===== src/rtl/onewire_responder.sv =====
// onewire_responder: single-wire half-duplex responder; receives a request byte, then drives a held response byte.
// Define ONEWIRE_RESPONDER_PARITY_EN to add an even-parity bit after data bit 7 in both directions.
module onewire_responder #(
  parameter int BIT_CYCLES  = 16,
  parameter int TURN_CYCLES = 32
) (
  input  logic       clk,
  input  logic       rst_n,
  input  logic       pad_i,
  output logic       pad_o,
  output logic       pad_t,
  output logic [7:0] rx_data,
  output logic       rx_valid,
  input  logic [7:0] rsp_data,
  input  logic       rsp_valid,
  output logic       rsp_ready,
  output logic       frame_err,
  output logic       busy
);
`ifdef ONEWIRE_RESPONDER_PARITY_EN
  localparam int NB = 9;
`else
  localparam int NB = 8;
`endif
  typedef enum logic [2:0] {IDLE, RX_START, RX_DATA, RX_STOP, TURN, TX_START, TX_DATA, TX_STOP} state_t;
  state_t          state;
  logic            s1, s2, s3;
  logic [15:0]     cnt;
  logic [3:0]      idx;
  logic [NB-1:0]   rx_sh, tx_sh, tx_load;
  logic [7:0]      rsp_reg;
  logic            rsp_full;
  logic            bit_end, half, is_tx, frame_ok;
  assign bit_end   = cnt == 16'(BIT_CYCLES - 1);
  assign half      = cnt == 16'(BIT_CYCLES / 2 - 1);
  assign is_tx     = state inside {TX_START, TX_DATA, TX_STOP};
  assign busy      = state != IDLE;
  assign rsp_ready = !rsp_full;
`ifdef ONEWIRE_RESPONDER_PARITY_EN
  assign frame_ok  = s2 && (rx_sh[8] == ^rx_sh[7:0]);
  assign tx_load   = {^rsp_reg, rsp_reg};
`else
  assign frame_ok  = s2;
  assign tx_load   = rsp_reg;
`endif
  always_ff @(posedge clk or negedge rst_n) begin
    if (!rst_n) begin
      state     <= IDLE;
      s1        <= 1'b1;
      s2        <= 1'b1;
      s3        <= 1'b1;
      cnt       <= '0;
      idx       <= '0;
      rx_sh     <= '0;
      tx_sh     <= '0;
      rsp_reg   <= '0;
      rsp_full  <= 1'b0;
      rx_data   <= '0;
      rx_valid  <= 1'b0;
      frame_err <= 1'b0;
      pad_t     <= 1'b1;
      pad_o     <= 1'b1;
    end else begin
      s1        <= pad_i;
      s2        <= s1;
      s3        <= s2;
      rx_valid  <= 1'b0;
      frame_err <= 1'b0;
      cnt       <= cnt + 16'd1;
      if (rsp_valid && !rsp_full && !is_tx) begin
        rsp_full <= 1'b1;
        rsp_reg  <= rsp_data;
      end
      case (state)
        IDLE: begin
          cnt <= '0;
          if (s3 && !s2) state <= RX_START;
        end
        RX_START: if (half) begin
          cnt   <= '0;
          idx   <= '0;
          state <= s2 ? IDLE : RX_DATA;
        end
        RX_DATA: if (bit_end) begin
          cnt   <= '0;
          rx_sh <= {s2, rx_sh[NB-1:1]};
          idx   <= idx + 4'd1;
          if (idx == 4'(NB - 1)) state <= RX_STOP;
        end
        RX_STOP: if (bit_end) begin
          cnt <= '0;
          if (frame_ok) begin
            rx_data  <= rx_sh[7:0];
            rx_valid <= 1'b1;
            state    <= TURN;
          end else begin
            frame_err <= 1'b1;
            state     <= IDLE;
          end
        end
        TURN: if (cnt == 16'(TURN_CYCLES - 1)) begin
          cnt <= '0;
          if (rsp_full) begin
            state    <= TX_START;
            pad_t    <= 1'b0;
            pad_o    <= 1'b0;
            rsp_full <= 1'b0;
            tx_sh    <= tx_load;
          end else state <= IDLE;
        end
        TX_START: if (bit_end) begin
          cnt   <= '0;
          idx   <= '0;
          state <= TX_DATA;
          pad_o <= tx_sh[0];
          tx_sh <= tx_sh >> 1;
        end
        TX_DATA: if (bit_end) begin
          cnt <= '0;
          idx <= idx + 4'd1;
          if (idx == 4'(NB - 1)) begin
            state <= TX_STOP;
            pad_o <= 1'b1;
          end else begin
            pad_o <= tx_sh[0];
            tx_sh <= tx_sh >> 1;
          end
        end
        TX_STOP: if (bit_end) begin
          cnt   <= '0;
          state <= IDLE;
          pad_t <= 1'b1;
          pad_o <= 1'b1;
        end
      endcase
    end
  end
endmodule


===== config.mk =====
export PLATFORM = sky130hd
export DESIGN_NAME = onewire_responder
export DESIGN_NICKNAME = d
export VERILOG_FILES = /design/src/rtl/onewire_responder.sv
export SDC_FILE = /design/constraint.sdc
export NUM_CORES = 1
export LEC_CHECK = 0
export BUFFER_PORTS_ARGS = -buffer_cell sky130_fd_sc_hd__buf_2
export CAP_MARGIN = 20
export CORE_UTILIZATION = 50
export DETAILED_ROUTE_END_ITERATION = 6
export GPL_TIMING_DRIVEN = 0
export PLACE_DENSITY_LB_ADDON = 0.15
export REMOVE_ABC_BUFFERS = 1
export SLEW_MARGIN = 20
export SYNTH_ARGS = -nofsm -noshare
export SYNTH_HDL_FRONTEND = slang
export SYNTH_SLANG_ARGS = --single-unit

===== constraint.sdc =====
create_clock -name clk -period 7.3 [get_ports clk]
set_input_delay 0.73 -clock clk [delete_from_list [all_inputs] [get_ports clk]]
set_output_delay 0.73 -clock clk [all_outputs]
set_load 0.05 [all_outputs]

==> flow_results.xml, run 1 <==
<?xml version="1.0" encoding="UTF-8"?>
<metrics>
  <group name="hold_path">
    <metric name="worst_hold_start" unit="">s1</metric>
    <metric name="min_to" unit="">frame_ok</metric>
    <metric name="holdPathStages" unit="">0</metric>
    <metric name="min_path_type" unit="">reg -&gt; reg</metric>
  </group>
  <group name="detailed_routing">
    <metric name="wl_met3" unit="um">166</metric>
    <metric name="routed_wirelength" unit="um">5100</metric>
    <metric name="drt_drc_violations_left" unit="">0</metric>
    <metric name="first_pass_iters" unit="">4</metric>
    <metric name="drt_iter0_drcs" unit="">70</metric>
    <metric name="top_layer_used" unit="">met4</metric>
    <metric name="final_antenna_net_count" unit="">0</metric>
    <metric name="routedWlPerCell" unit="um">14.0</metric>
    <metric name="route.met2.wl" unit="um">2330</metric>
    <metric name="met1Wirelength" unit="um">2540</metric>
    <metric name="drt_via_density" unit="">5.29</metric>
    <metric name="num_vias" unit="">1931</metric>
  </group>
  <group name="synthesis">
    <metric name="ys_seq_elements" unit="">63</metric>
    <metric name="synthCells" unit="">258</metric>
    <metric name="synthDistinctLibCells" unit="">44</metric>
    <metric name="ys_dominant_reg_cell" unit="">sky130_fd_sc_hd__dfrtp_1</metric>
    <metric name="synth_area" unit="um^2">3000</metric>
    <metric name="share_of_synthesized_registers_carrying_an_async_set_or_reset" unit="%">100</metric>
    <metric name="synth_enable_flop_cells" unit="">0</metric>
    <metric name="post_synth.cell_area_avg" unit="um^2">11.6</metric>
    <metric name="number_of_warnings_reported_in_the_yosys_synthesis_log" unit="">0</metric>
    <metric name="fraction_of_the_yosys_area_taken_by_sequential_cells" unit="%">52.7</metric>
  </group>
  <group name="worst_setup_path">
    <metric name="path_cells" unit="">inv_1 -&gt; ha_1 -&gt; o21ai_1 -&gt; nor2_1 -&gt; or3_1 -&gt; mux2_4</metric>
    <metric name="critical_path.max_stage_delay" unit="ns">0.73</metric>
    <metric name="crit_slowest_cell" unit="">sky130_fd_sc_hd__o21ai_1</metric>
    <metric name="r2r-end" unit="">tx_sh[5]</metric>
    <metric name="setup.reg_to_reg.worst_slack" unit="ns">4.52</metric>
    <metric name="crit_path_start_kind" unit="">flip-flop</metric>
    <metric name="worstSetupPathType" unit="">reg -&gt; reg</metric>
    <metric name="worstRegToRegCells" unit="">6</metric>
    <metric name="timing.critical_path.to_type" unit="">flip-flop</metric>
    <metric name="worst_r2r_start" unit="">state[0]</metric>
    <metric name="cp_data_arrival_time" unit="ns">3.00</metric>
    <metric name="crit_path_max_fanout" unit="">14</metric>
    <metric name="kind_of_cell_adding_the_most_delay_to_the_critical_path" unit="">compound AO/OA/AOI/OAI gates</metric>
    <metric name="path_buf_inv" unit="">1</metric>
    <metric name="data_required_time_at_the_worst_endpoint" unit="ns">7.52</metric>
  </group>
  <group name="global_route">
    <metric name="grt_first_pass_wirelength" unit="um">8830</metric>
    <metric name="grt_max_degree" unit="">64</metric>
    <metric name="grt_overflow_total" unit="">0</metric>
    <metric name="track_usage" unit="%">18.6</metric>
    <metric name="grt_antenna_before_repair" unit="">0</metric>
    <metric name="number_of_global_route_vias_before_repair" unit="">1878</metric>
  </group>
  <group name="power_and_ir_drop">
    <metric name="total_leakage_power" unit="nW">1.69</metric>
    <metric name="power_density" unit="nW/um^2">265</metric>
    <metric name="vdd.ir_drop.worst" unit="mV">0.167</metric>
  </group>
  <group name="sta">
    <metric name="setup_viol" unit="">0</metric>
    <metric name="layout_min_cycle_time" unit="ns">2.78</metric>
    <metric name="grt_setup_unrepaired" unit="">false</metric>
    <metric name="achievable-frequency" unit="MHz">360</metric>
    <metric name="final_min_period_over_clock_period" unit="%">38.1</metric>
    <metric name="skew" unit="ns">0.00693</metric>
    <metric name="max-slew-margin-rel" unit="%">35.1</metric>
    <metric name="maxSlewViolCount" unit="">0</metric>
    <metric name="fin_tns_setup" unit="ns">0</metric>
    <metric name="worst-slew-pin-transition" unit="ns">0.968</metric>
    <metric name="whs" unit="ns">0.361</metric>
    <metric name="hold_violations" unit="">0</metric>
  </group>
  <group name="job">
    <metric name="drv.max_cap_violation_count" unit="">0</metric>
  </group>
  <group name="cells_and_area">
    <metric name="finish.net_count" unit="">308</metric>
    <metric name="filler_cell_count" unit="">466</metric>
    <metric name="largest_register_ffs" unit="">16</metric>
    <metric name="insertedDiodeCount" unit="">0</metric>
    <metric name="fin_cells" unit="">365</metric>
    <metric name="post-route-cell-area" unit="um^2">3420</metric>
    <metric name="layout-drive-gt1-share" unit="%">31.1</metric>
    <metric name="layout_commonest_cell" unit="">sky130_fd_sc_hd__dfrtp_1</metric>
    <metric name="register_with_the_most_flip_flops" unit="">cnt</metric>
    <metric name="mostFrequentLayoutCells" unit="">58 x sky130_fd_sc_hd__dfrtp_1, 31 x sky130_fd_sc_hd__mux2_2, 27 x sky130_fd_sc_hd__nor2_1</metric>
    <metric name="area_growth" unit="%">14.0</metric>
  </group>
  <group name="floorplan">
    <metric name="dieArea" unit="um^2">6320</metric>
    <metric name="coreArea" unit="um^2">5640</metric>
    <metric name="fp.dieW" unit="um">79.5</metric>
    <metric name="design.portCount" unit="">26</metric>
    <metric name="die_height" unit="um">79.5</metric>
    <metric name="initial_utilization" unit="%">53.2</metric>
    <metric name="rows" unit="">27</metric>
  </group>
  <group name="place">
    <metric name="dpl-instance-area" unit="um^2">3190</metric>
    <metric name="placed_cells_incl_taps" unit="">350</metric>
    <metric name="hpwlAfterDp" unit="um">3500</metric>
    <metric name="placement.io_buffers" unit="">25</metric>
    <metric name="gp_congestion" unit="">0.834</metric>
  </group>
  <group name="clock_tree">
    <metric name="post_cts.resized_instances" unit="">0</metric>
    <metric name="largest_buffer_count_on_any_clock_path" unit="">2</metric>
    <metric name="worst_skew_pair.late_latency" unit="ns">0.33</metric>
    <metric name="cts_inserted_buffers" unit="">9</metric>
    <metric name="tritoncts" unit="">built</metric>
    <metric name="h-tree-depth" unit="">3</metric>
    <metric name="clockRootBuffer" unit="">sky130_fd_sc_hd__clkbuf_8</metric>
    <metric name="worst_setup_hold_path_clk_slew" unit="ns">0.06</metric>
    <metric name="cts_num_sinks" unit="">63</metric>
    <metric name="cts.hold.buffers_added" unit="">0</metric>
    <metric name="cts.repair_timing.setup_buffer_count" unit="">0</metric>
  </group>
  <group name="outcome">
    <metric name="run_status" unit="">completed</metric>
  </group>
</metrics>
-- power by group --
part           internal [mW]  switching, mW  leakage (nW)  total (mW)
Clock                  0.218          0.123         0.118       0.341
Sequential             0.364         0.0162         0.851       0.380
Combinational         0.0624          0.125         0.721       0.187
Total                  0.644          0.264          1.69       0.908
-- cells in the mapped netlist, types with 2 or more instances --
master                     instances  share of area (%)
sky130_fd_sc_hd__a21oi_1           5               0.83
sky130_fd_sc_hd__mux2_4            7                3.5
sky130_fd_sc_hd__nand2b_1          2               0.42
sky130_fd_sc_hd__nand2_1          23                2.9
sky130_fd_sc_hd__nor4_1            2               0.42
sky130_fd_sc_hd__mux2i_1           4                1.3
sky130_fd_sc_hd__nand3_1           8                1.3
sky130_fd_sc_hd__clkbuf_1          3               0.38
sky130_fd_sc_hd__or4_4             2               0.75
sky130_fd_sc_hd__nand4_1           3               0.63
sky130_fd_sc_hd__o21ai_0           9                1.5
sky130_fd_sc_hd__inv_1            11                1.4
sky130_fd_sc_hd__nand4b_1          2               0.58
sky130_fd_sc_hd__or3_1             2               0.42
sky130_fd_sc_hd__a31oi_1           3               0.63
sky130_fd_sc_hd__xor2_1            8                2.3
sky130_fd_sc_hd__xnor2_1           5                1.5
sky130_fd_sc_hd__a211oi_1          2               0.50
sky130_fd_sc_hd__mux2_2           31                 12
sky130_fd_sc_hd__nor2b_1           3               0.63
sky130_fd_sc_hd__nor2_1           27                3.4
sky130_fd_sc_hd__nor3_1            5               0.83
sky130_fd_sc_hd__ha_1              7                2.9
sky130_fd_sc_hd__dfstp_2           5                4.4
sky130_fd_sc_hd__and3_1            3               0.63
sky130_fd_sc_hd__dfrtp_1          58                 48
-- per-stage QoR --
step | setup slack (ns) | utilization, % | power, mW
floorplan | 4.71 | - | 0.521
global placement | 4.26 | 56.5 | 0.570
detailed placement | 4.50 | 56.6 | 0.574
CTS | 4.51 | 60.7 | 0.921
global route | 4.32 | 60.7 | 0.959
finish | 4.52 | 60.7 | 0.908
-- worst register-to-register path, stage by stage (launching register included) --
cell,delay [ns]
sky130_fd_sc_hd__dfrtp_1,0.42
sky130_fd_sc_hd__inv_1,0.10
sky130_fd_sc_hd__ha_1,0.37
sky130_fd_sc_hd__o21ai_1,0.74
sky130_fd_sc_hd__nor2_1,0.07
sky130_fd_sc_hd__or3_1,0.59
sky130_fd_sc_hd__mux2_4,0.38
-- routing by layer --
layer	vias to the layer above	GRT usage [%]
met3	8	5.49
met4	0	7.64
met1	928	25.3
met2	30	27.9
li1	965	-
met5	-	0
-- logic make-up after synthesis --
logic type	after synthesis	share of synthesized area, %
adder cells (fa/ha/maj)	7	2.92
buffers and inverters	16	2.29
AO/OA/AOI/OAI	27	5.75
multiplexers	42	16.5
XOR/XNOR	13	3.79
flip-flops	63	52.7
AND/OR/NAND/NOR	90	16.0
-- how the worst max path moves through the flow --
stage / from / to / slack, ns / cells after the start
6_report: state[0] / tx_sh[5] / 4.52 / 6
5_1_grt: cnt[13] / cnt[12] / 4.32 / 5
4_1_cts: cnt[13] / cnt[9] / 4.51 / 5
3_5_place_dp: state[0] / tx_sh[5] / 4.50 / 6
3_3_place_gp: state[0] / tx_sh[5] / 4.26 / 6
2_1_floorplan: state[0] / tx_sh[6] / 4.71 / 6
-- final cells by class --
cell class / count / area, um^2 / area share [%]
sequential: 63 / 1580 / 46.3
multi-input combinational: 179 / 1350 / 39.5
inverter: 11 / 41.3 / 1.21
clock inverter: 3 / 65.1 / 1.90
tap: 72 / 90.1 / 2.63
timing repair buffer: 25 / 128 / 3.73
clock buffer: 12 / 165 / 4.83
No activity file was read; power rests on OpenSTA's default activity.
==> run 2, diff against run 1 <==
--- a/config.mk
+++ b/config.mk
@@ -5,6 +5,7 @@
 export SDC_FILE = /design/constraint.sdc
 export NUM_CORES = 1
 export LEC_CHECK = 0
+export ABC_AREA = 1
 export BUFFER_PORTS_ARGS = -buffer_cell sky130_fd_sc_hd__buf_2
 export CAP_MARGIN = 20
 export CORE_UTILIZATION = 50
==> constraint.sdc (replaced) <==
create_clock -name clk -period 2.4 [get_ports clk]
set_input_delay 0.24 -clock clk [delete_from_list [all_inputs] [get_ports clk]]
set_output_delay 0.24 -clock clk [all_outputs]
set_load 0.05 [all_outputs]
==> flow_results.xml, run 2 <==
<?xml version="1.0" encoding="UTF-8"?>
<metrics>
  <group name="outcome">
    <metric name="run_status" unit="">completed</metric>
  </group>
  <group name="sta">
    <metric name="hold_violations" unit="">0</metric>
    <metric name="maxSlewViolCount" unit="">0</metric>
    <metric name="grt_setup_unrepaired" unit="">false</metric>
    <metric name="achievable-frequency" unit="MHz">456</metric>
    <metric name="setup_viol" unit="">0</metric>
    <metric name="final_min_period_over_clock_period" unit="%">91.4</metric>
    <metric name="fin_tns_setup" unit="ns">0</metric>
    <metric name="max-slew-margin-rel" unit="%">63.8</metric>
    <metric name="worst-slew-pin-transition" unit="ns">0.541</metric>
    <metric name="skew" unit="ns">0.0140</metric>
    <metric name="layout_min_cycle_time" unit="ns">2.19</metric>
  </group>
  <group name="clock_tree">
    <metric name="worst_setup_hold_path_clk_slew" unit="ns">0.08</metric>
    <metric name="cts_num_sinks" unit="">63</metric>
    <metric name="largest_buffer_count_on_any_clock_path" unit="">2</metric>
    <metric name="worst_skew_pair.late_latency" unit="ns">0.34</metric>
    <metric name="post_cts.resized_instances" unit="">0</metric>
    <metric name="h-tree-depth" unit="">3</metric>
    <metric name="tritoncts" unit="">built</metric>
    <metric name="clockRootBuffer" unit="">sky130_fd_sc_hd__clkbuf_8</metric>
    <metric name="cts_inserted_buffers" unit="">9</metric>
  </group>
  <group name="floorplan">
    <metric name="design.portCount" unit="">26</metric>
    <metric name="fp.dieW" unit="um">83.2</metric>
    <metric name="coreArea" unit="um^2">6350</metric>
    <metric name="initial_utilization" unit="%">51.9</metric>
    <metric name="die_height" unit="um">83.2</metric>
    <metric name="dieArea" unit="um^2">6920</metric>
    <metric name="rows" unit="">29</metric>
  </group>
  <group name="synthesis">
    <metric name="fraction_of_the_yosys_area_taken_by_sequential_cells" unit="%">48.0</metric>
    <metric name="ys_seq_elements" unit="">63</metric>
    <metric name="yosys.area.top_type" unit="">sky130_fd_sc_hd__dfrtp_1</metric>
    <metric name="synth_area" unit="um^2">3290</metric>
    <metric name="synth_enable_flop_cells" unit="">0</metric>
    <metric name="post-synth-top-area-fraction" unit="%">44.1</metric>
    <metric name="synthCells" unit="">394</metric>
    <metric name="synth_area_leaders" unit="">sky130_fd_sc_hd__dfrtp_1 44%, sky130_fd_sc_hd__nand2_1 12%, sky130_fd_sc_hd__nor2_1 4.9%</metric>
    <metric name="synthDistinctLibCells" unit="">32</metric>
    <metric name="synthMostInstantiatedCell" unit="">sky130_fd_sc_hd__nand2_1</metric>
    <metric name="share_of_synthesized_registers_carrying_an_async_set_or_reset" unit="%">100</metric>
    <metric name="post_synth.cell_area_avg" unit="um^2">8.36</metric>
    <metric name="ys_dominant_reg_cell" unit="">sky130_fd_sc_hd__dfrtp_1</metric>
    <metric name="number_of_warnings_reported_in_the_yosys_synthesis_log" unit="">0</metric>
    <metric name="synth_top_cells_by_count" unit="">101 x sky130_fd_sc_hd__nand2_1, 58 x sky130_fd_sc_hd__dfrtp_1, 43 x sky130_fd_sc_hd__nor2_1, 38 x sky130_fd_sc_hd__inv_1, 21 x sky130_fd_sc_hd__o21ai_0</metric>
  </group>
  <group name="power_and_ir_drop">
    <metric name="clock_power_share" unit="%">31.5</metric>
    <metric name="total_leakage_power" unit="nW">1.80</metric>
    <metric name="share_seq_of_total_power" unit="%">39.2</metric>
    <metric name="power_frac_comb" unit="%">29.3</metric>
    <metric name="power.share.switching" unit="%">37.2</metric>
    <metric name="power_density" unit="nW/um^2">899</metric>
    <metric name="internal_power" unit="mW">2.11</metric>
    <metric name="totalPowerFinal" unit="mW">3.35</metric>
    <metric name="total_switching_power" unit="mW">1.25</metric>
    <metric name="vdd.ir_drop.worst" unit="mV">0.725</metric>
  </group>
  <group name="worst_setup_path">
    <metric name="critPathMostFrequentCell" unit="">sky130_fd_sc_hd__nand2_1</metric>
    <metric name="worst-path-stages" unit="">10</metric>
    <metric name="worstSetupPathType" unit="">reg -&gt; reg</metric>
    <metric name="r2r-end" unit="">state[0]</metric>
    <metric name="crit_slowest_cell" unit="">sky130_fd_sc_hd__dfrtp_1</metric>
    <metric name="worstSetupStartpoint" unit="">cnt[0]</metric>
    <metric name="worstRegToRegCells" unit="">10</metric>
    <metric name="setup.reg_to_reg.worst_slack" unit="ns">0.21</metric>
    <metric name="path_buf_inv" unit="">1</metric>
    <metric name="kind_of_cell_adding_the_most_delay_to_the_critical_path" unit="">simple AND/OR/NAND/NOR gates</metric>
    <metric name="worst_r2r_start" unit="">cnt[0]</metric>
    <metric name="worst_setup_path_endpoint" unit="">state[0]</metric>
    <metric name="timing.critical_path.to_type" unit="">flip-flop</metric>
    <metric name="crit_path_start_kind" unit="">flip-flop</metric>
    <metric name="crit_path_max_fanout" unit="">11</metric>
    <metric name="cp_data_arrival_time" unit="ns">2.42</metric>
    <metric name="critical_path.max_stage_delay" unit="ns">0.42</metric>
    <metric name="data_required_time_at_the_worst_endpoint" unit="ns">2.63</metric>
    <metric name="path_cells" unit="">ha_1 -&gt; nand3_2 -&gt; nor2_1 -&gt; nand2_1 -&gt; nand2_1 -&gt; nand2_4 -&gt; clkinv_2 -&gt; nand2_1 -&gt; nand2_1 -&gt; nand2_1</metric>
  </group>
  <group name="global_route">
    <metric name="grt_overflow_total" unit="">0</metric>
    <metric name="grt_max_degree" unit="">38</metric>
    <metric name="number_of_global_route_vias_before_repair" unit="">2609</metric>
    <metric name="track_usage" unit="%">20.5</metric>
    <metric name="grt_antenna_before_repair" unit="">0</metric>
    <metric name="grt_first_pass_wirelength" unit="um">11300</metric>
  </group>
  <group name="cells_and_area">
    <metric name="mostFrequentLayoutCells" unit="">101 x sky130_fd_sc_hd__nand2_1, 58 x sky130_fd_sc_hd__dfrtp_1, 43 x sky130_fd_sc_hd__nor2_1</metric>
    <metric name="register_with_the_most_flip_flops" unit="">cnt</metric>
    <metric name="layout_commonest_cell" unit="">sky130_fd_sc_hd__nand2_1</metric>
    <metric name="finish.net_count" unit="">445</metric>
    <metric name="area_growth" unit="%">13.2</metric>
    <metric name="fin_cells" unit="">508</metric>
    <metric name="post-route-cell-area" unit="um^2">3730</metric>
    <metric name="layout-drive-gt1-share" unit="%">20.9</metric>
    <metric name="insertedDiodeCount" unit="">0</metric>
    <metric name="largest_register_ffs" unit="">16</metric>
  </group>
  <group name="detailed_routing">
    <metric name="drt_iter0_drcs" unit="">141</metric>
    <metric name="final_antenna_net_count" unit="">0</metric>
    <metric name="drt_drc_violations_left" unit="">0</metric>
    <metric name="routed_wirelength" unit="um">6340</metric>
    <metric name="first_pass_iters" unit="">5</metric>
    <metric name="drt_via_density" unit="">5.09</metric>
    <metric name="routedWlPerCell" unit="um">12.5</metric>
    <metric name="num_vias" unit="">2587</metric>
  </group>
  <group name="place">
    <metric name="placement.io_buffers" unit="">25</metric>
    <metric name="hpwlAfterDp" unit="um">4470</metric>
    <metric name="placed_cells_incl_taps" unit="">490</metric>
    <metric name="gp_congestion" unit="">0.901</metric>
    <metric name="dpl-instance-area" unit="um^2">3490</metric>
  </group>
  <group name="hold_path">
    <metric name="holdPathStages" unit="">2</metric>
    <metric name="min_path_type" unit="">in -&gt; reg</metric>
  </group>
  <group name="job">
    <metric name="drv.max_cap_violation_count" unit="">0</metric>
  </group>
</metrics>
-- run 2: worst min-delay path by stage --
stage | startpoint | to | slack [ns]
final | rsp_data[0] | rsp_reg[0] | 0.13
after global routing | rsp_data[0] | rsp_reg[0] | 0.12
after CTS | rsp_data[0] | rsp_reg[0] | 0.12
after detailed placement | rst_n | cnt[8] | 0.18
after global placement | pad_i | s1 | 0.35
after floorplan | rst_n | cnt[0] | -0.06
-- run 2: what timing repair did --
action | CTS | global route
buffers inserted | 0 | 0
hold endpoints to repair | 22 | 0
setup endpoints to repair | 0 | 0
hold buffers | 2 | 0
-- run 2: final cells by class --
type | count | area, um^2
clock buffer | 9 | 124
clock inverter | 7 | 100
fill | 571 | 2620
inverter | 45 | 170
multi-input combinational | 279 | 1490
sequential | 63 | 1580
tap | 77 | 96.3
timing repair buffer | 28 | 168
-- run 2: stage by stage --
step	setup WS (ns)	hold slack (ns)	utilization, %
after CTS	0.207	0.123	58.7
after global placement	0.274	0.346	54.5
final	0.206	0.134	58.7
after detailed placement	0.249	0.181	54.9
after global routing	0.0213	0.124	58.7
after floorplan	0.660	-0.0556	-
-- run 2: layer usage --
layer  up-vias  global-route usage [%]  routed length [um]
met2        43                    32.8                3020
met1      1208                    26.2                2980
met5         -                       0                   0
met3        12                    3.98                 201
li1       1324                       -                   -
met4         0                    11.4                 138
-- run 2: cells by family (layout without fill, tap and decap cells) --
| logic type | after synthesis | in the layout | synth area share [%] |
|---|---|---|---|
| xor+xnor | 12 | 12 | 3.19 |
| flops | 63 | 63 | 48.0 |
| fa+ha+maj | 7 | 7 | 2.66 |
| simple gates | 190 | 190 | 26.2 |
| mux | 1 | 1 | 0.342 |
| compound gates | 69 | 69 | 12.8 |
| buf+inv | 52 | 89 | 6.76 |
-- run 2: power by group through the flow --
stage / sequential (mW) / clock (mW) / combinational (mW)
2_1_floorplan: 1.34 / 0 / 0.716
3_3_place_gp: 1.33 / 0 / 0.948
3_5_place_dp: 1.33 / 0 / 0.974
4_1_cts: 1.31 / 1.08 / 0.989
5_1_grt: 1.33 / 1.13 / 1.12
6_report: 1.32 / 1.06 / 0.981
-- run 2: worst reg2reg max path, delay by kind of cell, from the launching register on --
kind / cells / cell delay [ns]
adder cells (fa/ha/maj): 1 / 0.32
AND/OR/NAND/NOR: 8 / 1.24
buffers and inverters: 1 / 0.12
flip-flops: 1 / 0.42
==> run 3, diff against run 2 <==
--- a/config.mk
+++ b/config.mk
@@ -5,7 +5,6 @@
 export SDC_FILE = /design/constraint.sdc
 export NUM_CORES = 1
 export LEC_CHECK = 0
-export ABC_AREA = 1
 export BUFFER_PORTS_ARGS = -buffer_cell sky130_fd_sc_hd__buf_2
 export CAP_MARGIN = 20
 export CORE_UTILIZATION = 50
==> flow_results.xml, run 3 (same netlist as run 1, synthesis figures left out) <==
<?xml version="1.0" encoding="UTF-8"?>
<metrics>
  <group name="outcome">
    <metric name="run_status" unit="">finished with violations</metric>
    <metric name="violations" unit="">hold timing, setup timing</metric>
  </group>
  <group name="sta">
    <metric name="skew" unit="ns">0.00786</metric>
    <metric name="worst-slew-pin-transition" unit="ns">0.764</metric>
    <metric name="whs" unit="ns">-0.0436</metric>
    <metric name="max-slew-margin-rel" unit="%">49.0</metric>
    <metric name="final_min_period_over_clock_period" unit="%">101</metric>
    <metric name="hold_violations" unit="">30</metric>
    <metric name="layout_min_cycle_time" unit="ns">2.43</metric>
    <metric name="maxSlewViolCount" unit="">0</metric>
    <metric name="achievable-frequency" unit="MHz">412</metric>
    <metric name="setup_viol" unit="">7</metric>
    <metric name="final.setup.worst_slack" unit="ns">-0.0267</metric>
    <metric name="grt_setup_unrepaired" unit="">true</metric>
    <metric name="fin_tns_setup" unit="ns">-0.153</metric>
  </group>
  <group name="cells_and_area">
    <metric name="layout_commonest_cell" unit="">sky130_fd_sc_hd__dfrtp_1</metric>
    <metric name="layout-drive-gt1-share" unit="%">37.5</metric>
    <metric name="largest_register_ffs" unit="">16</metric>
    <metric name="mostFrequentLayoutCells" unit="">58 x sky130_fd_sc_hd__dfrtp_1, 31 x sky130_fd_sc_hd__mux2_2, 25 x sky130_fd_sc_hd__nor2_1</metric>
    <metric name="fin_cells" unit="">379</metric>
    <metric name="register_with_the_most_flip_flops" unit="">cnt</metric>
    <metric name="insertedDiodeCount" unit="">0</metric>
    <metric name="area_growth" unit="%">21.0</metric>
    <metric name="finish.net_count" unit="">322</metric>
  </group>
  <group name="place">
    <metric name="gp_congestion" unit="">0.834</metric>
    <metric name="placement.io_buffers" unit="">25</metric>
    <metric name="hpwlAfterDp" unit="um">3500</metric>
    <metric name="placed_cells_incl_taps" unit="">350</metric>
  </group>
  <group name="worst_setup_path">
    <metric name="cp_data_arrival_time" unit="ns">2.65</metric>
    <metric name="path_buf_inv" unit="">1</metric>
    <metric name="data_required_time_at_the_worst_endpoint" unit="ns">2.62</metric>
    <metric name="crit_slowest_cell" unit="">sky130_fd_sc_hd__or4_4</metric>
    <metric name="crit_path_max_fanout" unit="">8</metric>
    <metric name="crit_path_start_kind" unit="">flip-flop</metric>
    <metric name="kind_of_cell_adding_the_most_delay_to_the_critical_path" unit="">simple AND/OR/NAND/NOR gates</metric>
    <metric name="critical_path.max_stage_delay" unit="ns">0.60</metric>
    <metric name="timing.critical_path.to_type" unit="">flip-flop</metric>
    <metric name="path_cells" unit="">or4_4 -&gt; nor4_4 -&gt; buf_4 -&gt; nor2_1 -&gt; or3_4 -&gt; mux2_4</metric>
    <metric name="worstSetupPathType" unit="">reg -&gt; reg</metric>
  </group>
  <group name="detailed_routing">
    <metric name="routed_wirelength" unit="um">5590</metric>
    <metric name="first_pass_iters" unit="">4</metric>
    <metric name="num_vias" unit="">2047</metric>
    <metric name="drt_drc_violations_left" unit="">0</metric>
    <metric name="drt_via_density" unit="">5.40</metric>
    <metric name="routedWlPerCell" unit="um">14.8</metric>
    <metric name="drt_iter0_drcs" unit="">67</metric>
    <metric name="final_antenna_net_count" unit="">0</metric>
  </group>
  <group name="clock_tree">
    <metric name="worst_skew_pair.late_latency" unit="ns">0.34</metric>
    <metric name="clockRootBuffer" unit="">sky130_fd_sc_hd__clkbuf_8</metric>
    <metric name="h-tree-depth" unit="">3</metric>
    <metric name="worst_setup_hold_path_clk_slew" unit="ns">0.07</metric>
    <metric name="cts_inserted_buffers" unit="">9</metric>
    <metric name="cts_num_sinks" unit="">63</metric>
    <metric name="tritoncts" unit="">built</metric>
    <metric name="largest_buffer_count_on_any_clock_path" unit="">2</metric>
  </group>
  <group name="floorplan">
    <metric name="coreArea" unit="um^2">5640</metric>
    <metric name="fp.dieW" unit="um">79.5</metric>
    <metric name="dieArea" unit="um^2">6320</metric>
    <metric name="initial_utilization" unit="%">53.2</metric>
    <metric name="die_height" unit="um">79.5</metric>
    <metric name="design.portCount" unit="">26</metric>
    <metric name="rows" unit="">27</metric>
  </group>
  <group name="global_route">
    <metric name="grt_overflow_total" unit="">0</metric>
    <metric name="track_usage" unit="%">19.4</metric>
    <metric name="grt_first_pass_wirelength" unit="um">9210</metric>
    <metric name="number_of_global_route_vias_before_repair" unit="">1960</metric>
    <metric name="grt_max_degree" unit="">64</metric>
    <metric name="grt_antenna_before_repair" unit="">0</metric>
  </group>
  <group name="job">
    <metric name="drv.max_cap_violation_count" unit="">0</metric>
  </group>
  <group name="power_and_ir_drop">
    <metric name="power.share.switching" unit="%">30.0</metric>
    <metric name="vdd.ir_drop.worst" unit="mV">0.526</metric>
    <metric name="share_seq_of_total_power" unit="%">39.5</metric>
    <metric name="total_switching_power" unit="mW">0.878</metric>
    <metric name="power_density" unit="nW/um^2">807</metric>
    <metric name="total_leakage_power" unit="nW">1.77</metric>
    <metric name="power_frac_comb" unit="%">25.0</metric>
    <metric name="clock_power_share" unit="%">35.5</metric>
    <metric name="internal_power" unit="mW">2.05</metric>
  </group>
  <group name="hold_path">
    <metric name="min_path_type" unit="">in -&gt; async</metric>
  </group>
</metrics>
## run 3: cell types whose count changed in the layout (fill, tap and decap cells not counted), sizes merged, moves of 14 or more
cell / previous run / this run
mux2: 1 / 38
o21ai: 39 / 9
nor2: 47 / 29
nand2: 113 / 23
inv: 48 / 11
a21oi: 19 / 5
## run 3: repair_timing
item,CTS,global route
hold endpoints to repair,0,1
setup buffers,7,5
setup endpoints to repair,47,39
resized for setup,9,9
gates cloned,0,1
hold buffers,0,1
pin swaps,3,7
## run 3: through the flow
stage               hold slack (ns)  util [%]  setup slack (ns)  total power, mW  area, um^2
finish                      -0.0436      64.4           -0.0267             2.93        3630
global route                 0.0445      64.4           -0.0717             3.09        3630
CTS                         0.00106      62.7           0.00465             2.90        3530
detailed placement            0.349      56.6            -0.398             1.75        3190
global placement              0.350      56.5            -0.644             1.74        3190
floorplan                   -0.0556         -            -0.190             1.58        2970
## run 3: path summary, 6_finish.rpt
path,from,to,slack (ns),cells past startpoint
min,rst_n,cnt[3],-0.04,1
max,cnt[10],tx_sh[5],-0.03,6
min reg2reg,s1,frame_ok,0.36,0
min in group clk,rsp_data[6],rsp_reg[6],0.13,2
max reg2reg,cnt[10],tx_sh[5],-0.03,6
max in group asynchronous,rst_n,cnt[8],1.92,1
## run 3: cell type report
class                      count  area, um^2
clock buffer                  12         165
clock inverter                 3        65.1
fill                         441        2010
inverter                      11        41.3
multi-input combinational    180        1440
sequential                    63        1580
tap                           72        90.1
timing repair buffer          38         244
## run 3: worst register-to-register path, cell delays in order (launching register included)
cell	delay (ns)
sky130_fd_sc_hd__dfrtp_1	0.42
sky130_fd_sc_hd__or4_4	0.60
sky130_fd_sc_hd__nor4_4	0.31
sky130_fd_sc_hd__buf_4	0.15
sky130_fd_sc_hd__nor2_1	0.04
sky130_fd_sc_hd__or3_4	0.46
sky130_fd_sc_hd__mux2_4	0.33
## run 3: power by group through the flow
stage               combinational (mW)  sequential, mW  clock [mW]
detailed placement               0.572            1.17           0
global placement                 0.563            1.17           0
CTS                              0.668            1.15        1.07
floorplan                        0.422            1.16           0
global route                     0.808            1.16        1.12
finish                           0.734            1.16        1.04
## run 3: layer usage
metal	track usage, %	wire length (um)	up-vias
li1	-	-	991
met1	26.3	2610	1003
met2	29.1	2670	41
met3	5.49	204	12
met4	8.36	109	0
met5	0	0	-
